File: src/rtl/exc_seq.sv
// exc_seq: exception/interrupt entry-and-return sequencer; define EXC_SEQ_SYNC_EN to add a two-flop synchronizer on hwint_raw
module exc_seq #(
  parameter logic [31:0] HANDLER = 32'h0000_4180,
  parameter logic [4:0]  EPC_SEL = 5'd14
) (
  input  logic        clk,
  input  logic        rst,
  input  logic [5:0]  i_hwint_raw,
  input  logic [5:0]  i_irq_clr,
  input  logic        i_int_req,
  input  logic [31:0] i_epc,
  input  logic        i_instr_done,
  input  logic        i_eret,
  input  logic [31:0] i_pc_next,
  output logic [5:0]  o_hwint,
  output logic        o_stall,
  output logic        o_exl_set,
  output logic        o_exl_clr,
  output logic        o_cp0_wen,
  output logic [4:0]  o_cp0_sel,
  output logic [31:0] o_cp0_pc,
  output logic        o_pc_load,
  output logic [31:0] o_pc_target,
  output logic [2:0]  o_last_id
);
  typedef enum logic [2:0] {S_IDLE, S_EXL, S_SAVE, S_VEC, S_RET} state_t;
  state_t      r_state, w_next;
  logic [5:0]  w_src, r_prev, r_hwint;
  logic [31:0] r_save_pc;
  logic [2:0]  r_last_id, w_low_id;
  logic        w_take, w_unused;
  assign w_unused = ^i_epc[1:0];
`ifdef EXC_SEQ_SYNC_EN
  logic [5:0] r_s1, r_s2;
  // two-flop synchronizer for device lines from other clock domains
  always_ff @(posedge clk or negedge rst)
    if (!rst) begin
      r_s1 <= '0;
      r_s2 <= '0;
    end else begin
      r_s1 <= i_hwint_raw;
      r_s2 <= r_s1;
    end
  assign w_src = r_s2;
`else
  assign w_src = i_hwint_raw;
`endif
  // rising edges set pending bits; a same-cycle set overrides the clear
  always_ff @(posedge clk or negedge rst)
    if (!rst) begin
      r_prev  <= '0;
      r_hwint <= '0;
    end else begin
      r_prev  <= w_src;
      r_hwint <= (r_hwint & ~i_irq_clr) | (w_src & ~r_prev);
    end
  // lowest pending index, 7 when nothing is pending
  always_comb begin
    w_low_id = 3'd7;
    for (int k = 5; k >= 0; k--)
      if (r_hwint[k]) w_low_id = 3'(k);
  end
  assign w_take = (r_state == S_IDLE) & i_instr_done & ~i_eret & i_int_req;
  // state register plus the return PC and source id captured at entry
  always_ff @(posedge clk or negedge rst)
    if (!rst) begin
      r_state   <= S_IDLE;
      r_save_pc <= '0;
      r_last_id <= 3'd7;
    end else begin
      r_state <= w_next;
      if (w_take) begin
        r_save_pc <= i_pc_next;
        r_last_id <= w_low_id;
      end
    end
  // next state and one-cycle strobes decoded from the current state
  always_comb begin
    w_next      = S_IDLE;
    o_exl_set   = 1'b0;
    o_exl_clr   = 1'b0;
    o_cp0_wen   = 1'b0;
    o_cp0_sel   = 5'd0;
    o_cp0_pc    = r_save_pc;
    o_pc_load   = 1'b0;
    o_pc_target = 32'd0;
    case (r_state)
      S_IDLE: w_next = !i_instr_done ? S_IDLE : i_eret ? S_RET : i_int_req ? S_EXL : S_IDLE;
      S_EXL: begin
        w_next    = S_SAVE;
        o_exl_set = 1'b1;
      end
      S_SAVE: begin
        w_next    = S_VEC;
        o_cp0_wen = 1'b1;
        o_cp0_sel = EPC_SEL;
        o_cp0_pc  = {r_save_pc[31:2], 2'b00};
      end
      S_VEC: begin
        o_pc_load   = 1'b1;
        o_pc_target = HANDLER;
      end
      S_RET: begin
        o_pc_load   = 1'b1;
        o_pc_target = {i_epc[31:2], 2'b00};
        o_exl_clr   = 1'b1;
      end
      default: w_next = S_IDLE;
    endcase
  end
  assign o_stall   = r_state != S_IDLE;
  assign o_hwint   = r_hwint;
  assign o_last_id = r_last_id;
endmodule

File: config.mk
export PLATFORM = sky130hd
export DESIGN_NAME = exc_seq
export DESIGN_NICKNAME = d
export VERILOG_FILES = /design/src/rtl/exc_seq.sv
export SDC_FILE = /design/constraint.sdc
export NUM_CORES = 1
export LEC_CHECK = 0
export CAP_MARGIN = 20
export CELL_PAD_IN_SITES_DETAIL_PLACEMENT = 1
export CELL_PAD_IN_SITES_GLOBAL_PLACEMENT = 1
export CORE_MARGIN = 4
export CORE_UTILIZATION = 24
export DETAILED_ROUTE_END_ITERATION = 10
export PLACE_DENSITY_LB_ADDON = 0.1
export SETUP_SLACK_MARGIN = 0.2
export SKIP_CTS_REPAIR_TIMING = 1
export SLEW_MARGIN = 20
export SYNTH_ARGS = -nofsm -noshare
export SYNTH_HDL_FRONTEND = slang
export SYNTH_SLANG_ARGS = --single-unit
File: constraint.sdc
create_clock -name clk -period 1.4 [get_ports clk]
set_input_delay 0.14 -clock clk [delete_from_list [all_inputs] [get_ports clk]]
set_output_delay 0.14 -clock clk [all_outputs]
set_load 0.01 [all_outputs]
==> impl_metrics.json <==
{
  "track_usage_pct": 11.2,
  "first_pass_iters": 4,
  "use_met1_pct": 14.4,
  "clock_skew_ns": 0.0123,
  "r2r_start": "r_state[1]$_DFF_PN0_",
  "antenna_found_initial": 0,
  "status": "finished with violations",
  "overflow": 0,
  "synth_area_per_cell_um2": 12.7,
  "place.gp.congestion": 0.746,
  "synth-adder-area-share_pct": 0,
  "crit_arrival_ns": 1.80,
  "grt_pass1_wl_um": 11000,
  "drive_gt1_share_pct": 47.2,
  "portBuffers": 157,
  "slew_viol_final": 0,
  "seq_area_frac_synth_pct": 49.6,
  "final.fill_count": 1077,
  "ys_warn_count": 0,
  "final_util_pct": 47.4,
  "drc": 0,
  "initial_core_util_pct": 24.5,
  "clkTransAtPathRegs_ns": 0.09,
  "syn_inst": 199,
  "antenna_left": 0,
  "grt_max_degree": 33,
  "grt.busiest_layer": "met2",
  "diodes": 0,
  "clock_latency_ns": 0.30,
  "grt_use_met3_pct": 4.86,
  "fin_nets": 451,
  "rows": 37,
  "io-pin-count": 164,
  "hpwlAfterDp_um": 5480,
  "endpoint_kind": "output port",
  "syn_to_final_growth_pct": 93.2,
  "clk_path_buf_depth": 2,
  "crit_top_cell": "buf_6",
  "finalWirelength_um": 8040,
  "fin_crit_sh_pct": 139,
  "dieArea_um2": 12300,
  "yosys.area_share.xor_xnor_pct": 0,
  "violations": "setup timing",
  "synthSimpleGateAreaFrac_pct": 11.5,
  "whs_ns": 0.275,
  "critPathKind": "flip-flop to output port",
  "die_h_um": 111,
  "synth_top_area_share_pct": 46.4,
  "muxShareOfSynthArea_pct": 19.3,
  "coreArea_um2": 10300,
  "cp_slowest_stage_delay_ns": 0.44,
  "ir_drop_uv": 654,
  "vias": 2028,
  "synth_cell_types": 27,
  "root_buffer": "clkbuf_8",
  "viasPerCell": 4.00,
  "hp-class": "primary input to asynchronous set/reset pin",
  "critPathLaunch": "r_state[2]$_DFF_PN0_",
  "max_cap_violations": 0,
  "synth_area_um2": 2530,
  "crit_chain": "nor3b_4, buf_4, clkbuf_16, buf_6, buf_6, and2_4, buf_6",
  "rsz0062_at_grt": "yes",
  "p_per_area_nw_per_um2": 1510,
  "fmax_ghz": 0.515,
  "drtIter0Drc": 75,
  "grt_use_met2_pct": 17.2,
  "wl_per_cell_um": 15.9,
  "cpLargestDelayFamily": "buffers and inverters",
  "cts_buffers": 5,
  "synth-compound-area-share_pct": 3.36,
  "synth_seq_cells": 50,
  "crit_buf_inv": 5,
  "grt_pass1_vias": 1993,
  "start_kind": "flip-flop",
  "htreeDepth": 2,
  "worstPathRequired_ns": 1.26,
  "setup_viol": 76,
  "synth_top_cell_by_area": "dfrtp_1",
  "synth_top_family_by_area": "multiplexers",
  "final_cell_mix": "77 x clkdlybuf4s50_1, 56 x buf_6, 46 x dfrtp_1, 37 x dlymetal6s2s_1, 29 x and2_4",
  "die_w_um": 111,
  "p_leak_nw": 2.69,
  "critPathMaxFanout": 5,
  "cts_tree": "done",
  "ys_top_cells_by_area": "dfrtp_1 46%, mux2_4 17%, buf_4 11%",
  "hold_viol": 0,
  "crit_slowest_cell": "dfrtp_1",
  "layout_setup_ws_ns": -0.543,
  "reg2regPathDepth": 6,
  "critical_path_depth": 7,
  "min_period_ns": 1.94,
  "final_common_cell": "clkdlybuf4s50_1",
  "cts_sinks": 50
}
-- layer usage --
layer,vias up,routed length (um)
met3,6,738
met4,0,78
met1,960,3360
met2,114,3860
met5,-,0
li1,948,-
-- flip-flops by register name (all words and copies together), names as in the netlist --
signal,cells
o_hwint,6
o_last_id,3
r_prev,6
r_save_pc,32
r_state,3
-- power by group --
part           internal (mW)  switching, mW  leakage (nW)  total, mW
clock network          0.583          0.477        0.0585       1.06
logic                   2.63           1.35          2.03       3.98
registers               2.03          0.327         0.597       2.35
total                   5.24           2.15          2.69       7.40
-- metrics by stage --
step | worst slack [ns] | power [mW] | instances | setup TNS [ns] | area, um^2
2_1_floorplan | -0.149 | 4.50 | 202 | -4.08 | 2630
3_3_place_gp | -0.305 | 5.87 | 465 | -19.93 | 4140
3_5_place_dp | -0.348 | 5.91 | 465 | -21.87 | 4140
4_1_cts | -0.656 | 7.02 | 473 | -37.46 | 4260
5_1_grt | -0.637 | 7.87 | 507 | -30.88 | 4890
6_report | -0.543 | 7.40 | 507 | -24.79 | 4890
-- cell usage after synthesis, drive strengths merged --
cell	instances
clkbuf	3
dfstp	3
nor3b	3
and2	30
nor2	2
dfrtp	47
or2	2
a21o	3
nor4b	1
mux2	34
and3b	1
a32o	1
nor4	1
or3	1
o22ai	6
nand3b	1
o21ai	1
buf	41
nor2b	1
conb	1
nand2	2
o311a	1
inv	13
-- cells by family (layout without fill, tap and decap cells) --
logic type / after synthesis / in the layout
AO/OA/AOI/OAI: 12 / 12
buffers and inverters: 57 / 226
other: 1 / 4
AND/OR/NAND/NOR: 45 / 45
flip-flops: 50 / 50
multiplexers: 34 / 34
-- worst paths after layout --
| path | endpoint | slack, ns |
|---|---|---|
| worst max register to register | r_save_pc[29]$_DFFE_PN0P_ | -0.34 |
| worst max-delay path | o_pc_target[18] | -0.54 |
| max in group asynchronous | o_last_id[0]$_DFFE_PN1P_ | 0.53 |
| worst min register to register | o_hwint[3]$_DFF_PN0_ | 0.41 |
| min in group clk | r_prev[4]$_DFF_PN0_ | 0.29 |
| worst min-delay path | r_save_pc[26]$_DFFE_PN0P_ | 0.27 |
-- final cells by class --
cell class,instances,area (um^2),share of cell area [%]
Clock buffer,7,86.3,1.76
Clock inverter,1,30.0,0.614
Multi-Input combinational cell,95,1010,20.6
Tap cell,136,170,3.48
Sequential cell,50,1260,25.7
Timing Repair Buffer,205,2290,46.8
Inverter,13,53.8,1.10
Note: power is estimated with default switching activity, not from simulation.
